### src/rtl/calc_7seg_param_pkg.sv
// Shared definitions for the parametrised calculator / 7-segment block:
// opcodes, FSM state encoding and the hex-to-segment table.
package calc_pkg;

    localparam logic [2:0] OP_ADD = 3'b000;
    localparam logic [2:0] OP_SUB = 3'b001;
    localparam logic [2:0] OP_AND = 3'b010;
    localparam logic [2:0] OP_OR  = 3'b011;
    localparam logic [2:0] OP_XOR = 3'b100;
    localparam logic [2:0] OP_MUL = 3'b101;
    localparam logic [2:0] OP_SHL = 3'b110;
    localparam logic [2:0] OP_SHR = 3'b111;

    typedef enum logic [1:0] {
        ST_IDLE = 2'd0,
        ST_EXEC = 2'd1,
        ST_DONE = 2'd2
    } state_t;

    // Active-high segments, bit0=a .. bit6=g; glyphs 0-9, A, b, C, d, E, F.
    localparam logic [6:0] HEX_SEG [16] = '{
        7'h3F, 7'h06, 7'h5B, 7'h4F, 7'h66, 7'h6D, 7'h7D, 7'h07,
        7'h7F, 7'h6F, 7'h77, 7'h7C, 7'h39, 7'h5E, 7'h79, 7'h71
    };

endpackage

### src/rtl/calc_7seg_param_if.sv
// Operand/handshake/flag bundle between the board controls and the calculator.
interface calc_7seg_param_if #(
    parameter int WIDTH = 8
);
    logic             start;
    logic [2:0]       OP;
    logic [WIDTH-1:0] A;
    logic [WIDTH-1:0] B;
    logic             busy;
    logic             done;
    logic             cout;
    logic             ovf;

    modport master (output start, OP, A, B, input busy, done, cout, ovf);
    modport slave  (input start, OP, A, B, output busy, done, cout, ovf);
endinterface

### src/rtl/calc_7seg_param_hex7seg.sv
// Combinational nibble to active-high 7-segment decoder.
module hex7seg
    import calc_pkg::*;
(
    input  logic [3:0] i_nibble,
    output logic [6:0] o_seg
);

    assign o_seg = HEX_SEG[i_nibble];

endmodule

### src/rtl/calc_7seg_param.sv
// WIDTH-bit 8-opcode calculator with start/busy/done handshake; the registered
// 2*WIDTH-bit result is scanned in hex onto an active-low multiplexed display.
module calc_7seg_param
    import calc_pkg::*;
#(
    parameter int WIDTH       = 8,
    parameter int NUM_DIGITS  = 8,
    parameter int REFRESH_DIV = 100000
) (
    input  logic                  clk,
    input  logic                  rst_n,
    calc_7seg_param_if.slave      bus,
    output logic [6:0]            inv_leds,
    output logic [NUM_DIGITS-1:0] enb_leds
);

    localparam int RES_W   = 2 * WIDTH;
    localparam int CNT_W   = $clog2(WIDTH) + 1;
    localparam int PRESC_W = (REFRESH_DIV > 1) ? $clog2(REFRESH_DIV) : 1;
    localparam int IDX_W   = (NUM_DIGITS > 1) ? $clog2(NUM_DIGITS) : 1;

    if (WIDTH < 4 || WIDTH > 16) begin : g_bad_width
        $error("calc_7seg_param: WIDTH must be 4..16");
    end
    if (4 * NUM_DIGITS < RES_W) begin : g_bad_digits
        $error("calc_7seg_param: too few digits for the result");
    end
    if (REFRESH_DIV < 2) begin : g_bad_div
        $error("calc_7seg_param: REFRESH_DIV must be at least 2");
    end

    // ---------------- operation FSM and datapath ----------------
    state_t             r_state;
    logic [2:0]         r_op;
    logic [WIDTH-1:0]   r_a;
    logic [WIDTH-1:0]   r_b;
    logic [RES_W-1:0]   r_mcand;
    logic [RES_W-1:0]   r_acc;
    logic [CNT_W-1:0]   r_cnt;
    logic [RES_W-1:0]   r_result;
    logic               r_cout;
    logic               r_ovf;
    logic               r_busy;
    logic               r_done;

    logic [WIDTH:0]     w_sum;
    logic [WIDTH-1:0]   w_alu_res;
    logic               w_alu_cout;
    logic               w_alu_ovf;
    logic [RES_W-1:0]   w_acc_step;
    logic               w_mul_last;

    always_comb begin
        w_sum      = '0;
        w_alu_res  = '0;
        w_alu_cout = 1'b0;
        w_alu_ovf  = 1'b0;
        case (r_op)
            OP_ADD: begin
                w_sum      = {1'b0, r_a} + {1'b0, r_b};
                w_alu_res  = w_sum[WIDTH-1:0];
                w_alu_cout = w_sum[WIDTH];
                w_alu_ovf  = (r_a[WIDTH-1] == r_b[WIDTH-1]) &&
                             (w_sum[WIDTH-1] != r_a[WIDTH-1]);
            end
            OP_SUB: begin
                // Carry out of A + ~B + 1 is the inverted borrow.
                w_sum      = {1'b0, r_a} + {1'b0, ~r_b} + {{WIDTH{1'b0}}, 1'b1};
                w_alu_res  = w_sum[WIDTH-1:0];
                w_alu_cout = w_sum[WIDTH];
                w_alu_ovf  = (r_a[WIDTH-1] != r_b[WIDTH-1]) &&
                             (w_sum[WIDTH-1] != r_a[WIDTH-1]);
            end
            OP_AND:  w_alu_res = r_a & r_b;
            OP_OR:   w_alu_res = r_a | r_b;
            OP_XOR:  w_alu_res = r_a ^ r_b;
            OP_SHL:  w_alu_res = r_a << r_b[3:0];
            OP_SHR:  w_alu_res = r_a >> r_b[3:0];
            default: w_alu_res = '0;
        endcase
    end

    // One shift-add step: r_b is consumed LSB first while r_mcand walks left.
    assign w_acc_step = r_acc + (r_b[0] ? r_mcand : {RES_W{1'b0}});
    assign w_mul_last = (r_cnt == CNT_W'(WIDTH - 1));

    always_ff @(posedge clk or negedge rst_n) begin
        if (!rst_n) begin
            r_state  <= ST_IDLE;
            r_op     <= OP_ADD;
            r_a      <= '0;
            r_b      <= '0;
            r_mcand  <= '0;
            r_acc    <= '0;
            r_cnt    <= '0;
            r_result <= '0;
            r_cout   <= 1'b0;
            r_ovf    <= 1'b0;
            r_busy   <= 1'b0;
            r_done   <= 1'b0;
        end else begin
            case (r_state)
                ST_IDLE: begin
                    if (bus.start) begin
                        r_op    <= bus.OP;
                        r_a     <= bus.A;
                        r_b     <= bus.B;
                        r_mcand <= {{WIDTH{1'b0}}, bus.A};
                        r_acc   <= '0;
                        r_cnt   <= '0;
                        r_busy  <= 1'b1;
                        r_state <= ST_EXEC;
                    end
                end
                ST_EXEC: begin
                    if (r_op == OP_MUL) begin
                        r_acc   <= w_acc_step;
                        r_mcand <= r_mcand << 1;
                        r_b     <= r_b >> 1;
                        r_cnt   <= r_cnt + 1'b1;
                        if (w_mul_last) begin
                            r_result <= w_acc_step;
                            r_cout   <= 1'b0;
                            r_ovf    <= |w_acc_step[RES_W-1:WIDTH];
                            r_done   <= 1'b1;
                            r_state  <= ST_DONE;
                        end
                    end else begin
                        r_result <= {{WIDTH{1'b0}}, w_alu_res};
                        r_cout   <= w_alu_cout;
                        r_ovf    <= w_alu_ovf;
                        r_done   <= 1'b1;
                        r_state  <= ST_DONE;
                    end
                end
                ST_DONE: begin
                    r_busy  <= 1'b0;
                    r_done  <= 1'b0;
                    r_state <= ST_IDLE;
                end
                default: begin
                    r_busy  <= 1'b0;
                    r_done  <= 1'b0;
                    r_state <= ST_IDLE;
                end
            endcase
        end
    end

    assign bus.busy = r_busy;
    assign bus.done = r_done;
    assign bus.cout = r_cout;
    assign bus.ovf  = r_ovf;

    // ---------------- display scan ----------------
    logic [PRESC_W-1:0]      r_presc;
    logic [IDX_W-1:0]        r_idx;
    logic [6:0]              r_inv_leds;
    logic [NUM_DIGITS-1:0]   r_enb_leds;

    logic                    w_presc_tc;
    logic [PRESC_W-1:0]      w_presc_next;
    logic [IDX_W-1:0]        w_idx_next;
    logic [4*NUM_DIGITS-1:0] w_padded;
    logic [3:0]              w_nib [NUM_DIGITS];
    logic [3:0]              w_nib_sel;
    logic [6:0]              w_seg;
    logic [NUM_DIGITS-1:0]   w_enb_next;

    assign w_presc_tc   = (r_presc == PRESC_W'(REFRESH_DIV - 1));
    assign w_presc_next = w_presc_tc ? '0 : r_presc + 1'b1;
    assign w_idx_next   = !w_presc_tc ? r_idx :
                          (r_idx == IDX_W'(NUM_DIGITS - 1)) ? '0 : r_idx + 1'b1;

    // Digits above the result width read as zero.
    assign w_padded = (4 * NUM_DIGITS)'(r_result);

    for (genvar gi = 0; gi < NUM_DIGITS; gi++) begin : g_digit
        assign w_nib[gi]      = w_padded[4*gi +: 4];
        assign w_enb_next[gi] = (w_idx_next != IDX_W'(gi));
    end

    // Segments are looked up for the next index so they move with the enables.
    assign w_nib_sel = w_nib[w_idx_next];

    hex7seg u_hex7seg (
        .i_nibble (w_nib_sel),
        .o_seg    (w_seg)
    );

    always_ff @(posedge clk or negedge rst_n) begin
        if (!rst_n) begin
            r_presc    <= '0;
            r_idx      <= '0;
            r_inv_leds <= 7'b1000000;
            r_enb_leds <= ~NUM_DIGITS'(1);
        end else begin
            r_presc    <= w_presc_next;
            r_idx      <= w_idx_next;
            r_inv_leds <= ~w_seg;
            r_enb_leds <= w_enb_next;
        end
    end

    assign inv_leds = r_inv_leds;
    assign enb_leds = r_enb_leds;

endmodule
### src/flat_wrapper.sv
// flat-port wrapper written by rule: the top's interface ports become plain ports
module calc_7seg_param_flat import calc_pkg::*;
#(
    parameter int WIDTH       = 8,
    parameter int NUM_DIGITS  = 8,
    parameter int REFRESH_DIV = 100000
)
  (clk, rst_n, inv_leds, enb_leds, bus_start, bus_OP, bus_A, bus_B, bus_busy, bus_done, bus_cout, bus_ovf);
  calc_7seg_param_if #(.WIDTH(WIDTH)) bus_i ();
  input  logic clk;
  input  logic rst_n;
  output logic [6:0] inv_leds;
  output logic [NUM_DIGITS-1:0] enb_leds;
  input wire logic [$bits(bus_i.start)-1:0] bus_start;
  input wire logic [$bits(bus_i.OP)-1:0] bus_OP;
  input wire logic [$bits(bus_i.A)-1:0] bus_A;
  input wire logic [$bits(bus_i.B)-1:0] bus_B;
  output wire logic [$bits(bus_i.busy)-1:0] bus_busy;
  output wire logic [$bits(bus_i.done)-1:0] bus_done;
  output wire logic [$bits(bus_i.cout)-1:0] bus_cout;
  output wire logic [$bits(bus_i.ovf)-1:0] bus_ovf;
  assign bus_i.start = bus_start;
  assign bus_i.OP = bus_OP;
  assign bus_i.A = bus_A;
  assign bus_i.B = bus_B;
  assign bus_busy = bus_i.busy;
  assign bus_done = bus_i.done;
  assign bus_cout = bus_i.cout;
  assign bus_ovf = bus_i.ovf;
  calc_7seg_param #(.WIDTH(WIDTH), .NUM_DIGITS(NUM_DIGITS), .REFRESH_DIV(REFRESH_DIV)) u_core (.clk(clk), .rst_n(rst_n), .bus(bus_i), .inv_leds(inv_leds), .enb_leds(enb_leds));
endmodule
### config.mk
export PLATFORM = sky130hd
export DESIGN_NAME = calc_7seg_param_flat
export DESIGN_NICKNAME = d
export VERILOG_FILES = /design/src/rtl/calc_7seg_param_pkg.sv /design/src/rtl/calc_7seg_param_if.sv /design/src/rtl/calc_7seg_param_hex7seg.sv /design/src/rtl/calc_7seg_param.sv /design/src/flat_wrapper.sv
export SDC_FILE = /design/constraint.sdc
export NUM_CORES = 1
export LEC_CHECK = 0
export CORE_UTILIZATION = 49
export CTS_CLUSTER_DIAMETER = 150
export DETAILED_ROUTE_END_ITERATION = 6
export PLACE_DENSITY = 0.77
export SLEW_MARGIN = 20
export SYNTH_ARGS = -nofsm -noshare
export SYNTH_HDL_FRONTEND = slang
export SYNTH_HIERARCHICAL = 1
export SYNTH_SLANG_ARGS = --single-unit
export TNS_END_PERCENT = 20
### constraint.sdc
create_clock -name clk -period 4.09 [get_ports clk]
set_input_delay 0.6135 -clock clk [delete_from_list [all_inputs] [get_ports clk]]
set_output_delay 0.6135 -clock clk [all_outputs]
set_load 0.01 [all_outputs]
Word-level counts from Yosys, hierarchy flattened
Memories as Yosys holds them, arrays and structs flattened.
Cells that the tools add are included.
- flip-flop bits (word level): 112
- memory bits (read-only): 112
- input bits: 22
- output and inout port bits: 19
- memories kept: 1
- memories (memory ; depth ; width ; read ports ; clocked after memory_dff ; write ports ; line ; source):
    (name not given) ; 16 ; 7 ; 1 ; 0 ; 0 ; calc_7seg_param_hex7seg.sv:9 ; assign o_seg = HEX_SEG[i_nibble];
- add/sub/neg operators: 7
- $lt $le $gt $ge: 2
- equality and inequality tests: 26
- shifts and indexed selects: 2
- multiplexer cells: 39
- bitwise operators: 9
- reduce and logical (&&, ||, !) cells: 13
- operators by type and width (kind ; number):
    two-way mux 16 bit ; 7
    case mux 16 bit (2 select lines) ; 2
    case mux 8 bit (7 select lines) ; 1
    adder 8 x 8 -> 9 bit ; 2
    adder 17 x 1 -> 17 bit, second input constant ; 1
    == test 17 bit, second input constant ; 1
    two-way mux 17 bit ; 1
    adder 16 bit ; 1
    two-way mux 4 bit ; 4
    two-way mux 8 bit ; 2
    case mux 8 bit (2 select lines) ; 1
    == test 3 bit, second input constant ; 5
    two-way mux 7 bit ; 2
    binary-select mux 4 bit (select 3 bit) ; 1
    != test 3 bit, second input constant ; 4
    AND reduction 2 bit ; 5
    adder 9 x 1 -> 9 bit, second input constant ; 1
    != test 3 x 2 -> 1 bit, second input constant ; 3
    bitwise AND 8 bit ; 1
    inverter 8 bit ; 1
    OR 8 bit ; 1
    case mux 1 bit (2 select lines) ; 4
    case mux 4 bit (2 select lines) ; 1
    OR reduction 8 bit ; 1
    other kinds (30) ; 45

Longest topological paths before layout
- depth in word-level cells: 12
- mapped depth: 13
- depth with buffers taken out: 12

Modules after synthesis
The synthesis kept the hierarchy.
- modules (own cells, without submodules) (module ; instances ; cells each ; area an instance (um^2) ; sequential area each (um^2)):
    calc_7seg_param ; 1 ; 779 ; 6935.4 ; 2812.7
    hex7seg ; 1 ; 33 ; 286.5 ; 0.0

Least setup slack after synthesis
OpenSTA, ideal clock, no wires.
- path type: flip-flop to flip-flop
- from: register u_core.r_presc[12]
- to: register u_core.r_inv_leds[3] (netlist: u_core/inv_leds[3])
- setup time: 0.065 ns
- arrival: 3.516 ns
- path slack: 0.510 ns
- cell stages (with the launch flop): 11
- path buffers: 0
- clock period less this slack: 3.580 ns
- cell sequence: dfrtp_1 > or4b_1 > nor4_4 > mux2i_2 > mux4_2 > and2_1 > inv_1 > ha_1 > inv_1 > mux4_1 > inv_1
- cells in the longest elaborated chain, start to end: 11
- RTL lines (what ; line ; source):
    start: declaration ; calc_7seg_param.sv:156 ; logic [PRESC_W-1:0] r_presc;
    start signal: assignment ; calc_7seg_param.sv:198 ; r_presc <= w_presc_next;
    == test 17 bit ; calc_7seg_param.sv:170 ; assign w_presc_tc = (r_presc == PRESC_W'(REFRESH_DIV - 1));
    two-way mux 3 bit ; calc_7seg_param.sv:172 ; assign w_idx_next = !w_presc_tc ? r_idx :
    inverter 3 -> 4 bit (not written as such) ; calc_7seg_param.sv:184 ; assign w_nib_sel = w_nib[w_idx_next];
    binary-select mux 4 bit (select 3 bit) ; calc_7seg_param.sv:184 ;
    two-way mux 4 bit (not written as such) (2 in series) ; calc_7seg_param.sv:184 ;
    via u_core.w_nib_sel[1] ; calc_7seg_param.sv:166 ; logic [3:0] w_nib_sel;
    inverter 4 -> 5 bit (not written as such) ; calc_7seg_param_hex7seg.sv:9 ;
    memory read (16 x 7 bit) ; n/a ;
    two-way mux 7 bit (not written as such) (2 in series) ; calc_7seg_param_hex7seg.sv:9 ;
    via u_core.w_seg[3] ; calc_7seg_param.sv:167 ; logic [6:0] w_seg;
    inverter 7 bit ; calc_7seg_param.sv:200 ; r_inv_leds <= ~w_seg;
    end signal: assignment ; calc_7seg_param.sv:200 ;
    end: declaration ; calc_7seg_param.sv:158 ; logic [6:0] r_inv_leds;
The timed path passes the listed nets, and every way through them passes these cells. The select of a mux whose other input is x is not followed.
A chain may end at the register's enable or synchronous reset.

Worst setup path in the final report
Same ends and word-level chain as after synthesis.

==> out/qor.yml <==
core-area_mm2: 0.0145
cts_hold_buffers: 0
arrival_ns: 3.91
synth_nets: 892
crit_top_cell: "inv_1"
post-route-drc-count: 0
grt_pass1_vias: 5613
cts_root_buffer: "clkbuf_16"
r2r_end: "u_core/inv_leds[3]$_DFF_PN0_"
synth_seq_cells: 112
ys_top_cells_by_area: "dfrtp_1 36%, ha_1 9.5%, nand2_1 7.1%, o21ai_0 4.8%, dfstp_2 2.9%"
crit_start: "u_core/r_presc[12]$_DFF_PN0_"
cts.sinks: 112
maxCapViolCount: 0
layout.nets: 917
path_cells: "or4b_1 > nor4_4 > mux2i_2 > mux4_2 > and2_1 > inv_1 > ha_1 > inv_1 > mux4_1 > inv_1"
path_max_fanout: 6
total_power_mw: 5.44
hold_viol: 0
cts_setup_buffers: 0
syn_avg_cell_area_um2: 8.89
setup_viol: 0
globalRouteOverflowTotal: 0
slew_headroom: 0.288
synth-async-reset-ratio: 1.00
synth_edf_count: 0
min_period_ns: 3.60
fin_worst_skew_ns: 0.00839
start_kind: "flop"
clkTransAtPathRegs_ns: 0.08
antenna_found_initial: 0
critPathSlowestCell: "or4b_1"
area_growth_pct: 12.9
cp-end-kind: "flop"
synth_common_cells: "137 x nand2_1, 104 x dfrtp_1, 69 x o21ai_0"
synth_seq_area_share: 0.389
yosys.cell_types.count: 66
dp_hpwl_mm: 12.0
rsz0062_at_grt: "no"
fin_tns_setup_ns: 0
path_buf_inv: 3
gpl.final_weighted_congestion: 0.891
cts_tree: "yes"
outcome: "completed"
grt_use_total: 0.240
power_leakage_nw: 3.76
ir_drop_mv: 0.362
synthCells: 812
fp.dieH_um: 123
grt_pass1_wl_mm: 28.1
drt_first_pass_iters: 5
die_w_um: 123
postRouteAntennaNets: 0
wl_per_cell_um: 16.4
reg2reg_depth: 10
r2r-start: "u_core/r_presc[12]$_DFF_PN0_"
worst_slack_ns: 0.489
r2r_slack_ns: 0.49
start_util: 0.499
synth_top_area_share: 0.360
crit_type: "flop to flop"
clk_latency_ns: 0.37
netlist_area_mm2: 0.00722
die_area_mm2: 0.0152
io_pins: 41
drt_iter0_drc: 531
worstPathRequired_ns: 4.40
min_path_type: "input port to asynchronous set/reset pin"
crit_family: "multiplexers"
port_buffers: 40
diodes: 0
synth_ff_type: "dfrtp_1"
dpl_worst_slack_ns: 0.492
yosys.area.top_type: "dfrtp_1"
cts-resized-gates: 0
synth.most_common_cell: "nand2_1"
drive_gt1_frac: 0.0736
cts_made_buffers: 9
via_count: 6018
wl_mm: 16.8
maxSlewViolCount: 0
avgViaCountPerCell: 5.87
tightest_slew_ns: 1.07
fmax_mhz: 278
finalCritPeriodShare: 0.881
clock_path_buffers: 2
grt_max_degree: 68
cp_slowest_stage_delay_ns: 0.60
powerDensity_mw_per_mm2: 667
rows: 44
cts-htree-levels: 3
yosysWarnings: 6
metal layers:
layer	vias up	GRT usage	wire, um
met4	0	0.0904	355
met5	-	0	0
met2	192	0.386	7910
met1	2897	0.328	7730
met3	31	0.0332	783
li1	2898	-	-
cell families after synthesis:
kind of cell	synth area share
DFF	0.389
xor gates and xnor gates	0.0400
AOI/OAI and AO/OA	0.182
adders and majority gates	0.104
buffers and inverters	0.0454
muxes	0.0513
and+or+nand+nor	0.188
worst register-to-register path, cell delays in order (launching register included):
cell     delay [ns]
dfrtp_1        0.44
or4b_1         0.60
nor4_4         0.38
mux2i_2        0.37
mux4_2         0.53
and2_1         0.21
inv_1          0.15
ha_1           0.27
inv_1          0.05
mux4_1         0.48
inv_1          0.06
per-stage QoR:
step / hold slack, ns / instances / utilization / cell area [um^2]
finish: 0.349 / 1026 / 0.563 / 8160
global route: 0.421 / 1026 / 0.563 / 8160
CTS: 0.392 / 1026 / 0.563 / 8150
detailed placement: 0.472 / 1010 / 0.539 / 7800
global placement: 0.465 / 1010 / 0.539 / 7800
floorplan: 0.318 / 812 / - / 7220
cell usage in the layout (no fill, tap or decap), drive strengths merged, types with 6 or more instances in the layout:
| master | n |
|---|---|
| a211oi | 7 |
| a21o | 7 |
| a21oi | 33 |
| a22o | 7 |
| a22oi | 17 |
| and2 | 24 |
| buf | 16 |
| clkbuf | 10 |
| clkdlybuf4s50 | 39 |
| dfrtp | 104 |
| dfstp | 8 |
| ha | 55 |
| inv | 44 |
| mux2i | 10 |
| mux4 | 10 |
| nand2 | 137 |
| nand3 | 42 |
| nand4 | 7 |
| nor2 | 52 |
| nor2b | 6 |
| nor3 | 9 |
| o211ai | 6 |
| o21ai | 70 |
| o21bai | 7 |
| o22ai | 9 |
| xnor2 | 16 |
| xor2 | 17 |
how the worst max path moves through the flow:
stage | depth (start not counted) | endpoint
2_1_floorplan | 10 | u_core/inv_leds[3]$_DFF_PN0_
3_3_place_gp | 10 | u_core/inv_leds[3]$_DFF_PN0_
3_5_place_dp | 10 | u_core/inv_leds[3]$_DFF_PN0_
4_1_cts | 10 | u_core/inv_leds[3]$_DFF_PN0_
5_1_grt | 10 | u_core/inv_leds[3]$_DFF_PN0_
6_report | 10 | u_core/inv_leds[3]$_DFF_PN0_
final cells by class:
class	instances	area (um^2)
timing repair buffer	55	510
inverter	44	165
clock buffer	10	239
sequential	112	2810
fill	1277	6320
multi-input combinational	615	4080
clock inverter	6	115
tap	184	230
where the power goes:
| group | total [mW] | internal (mW) | switching, mW |
|---|---|---|---|
| clock | 1.05 | 0.620 | 0.428 |
| combinational | 2.75 | 1.14 | 1.60 |
| sequential | 1.64 | 1.35 | 0.290 |
sequential cells by signal (all words and copies together) (netlist names), 3 cells and up:
name,flops
u_core/r_presc,17
u_core/r_acc,16
u_core/r_mcand,16
u_core/r_result,16
u_core/enb_leds,8
u_core/r_a,8
u_core/r_b,8
u_core/inv_leds,7
u_core/r_cnt,4
u_core/r_idx,3
u_core/r_op,3
No activity file was read; power rests on OpenSTA's default activity.
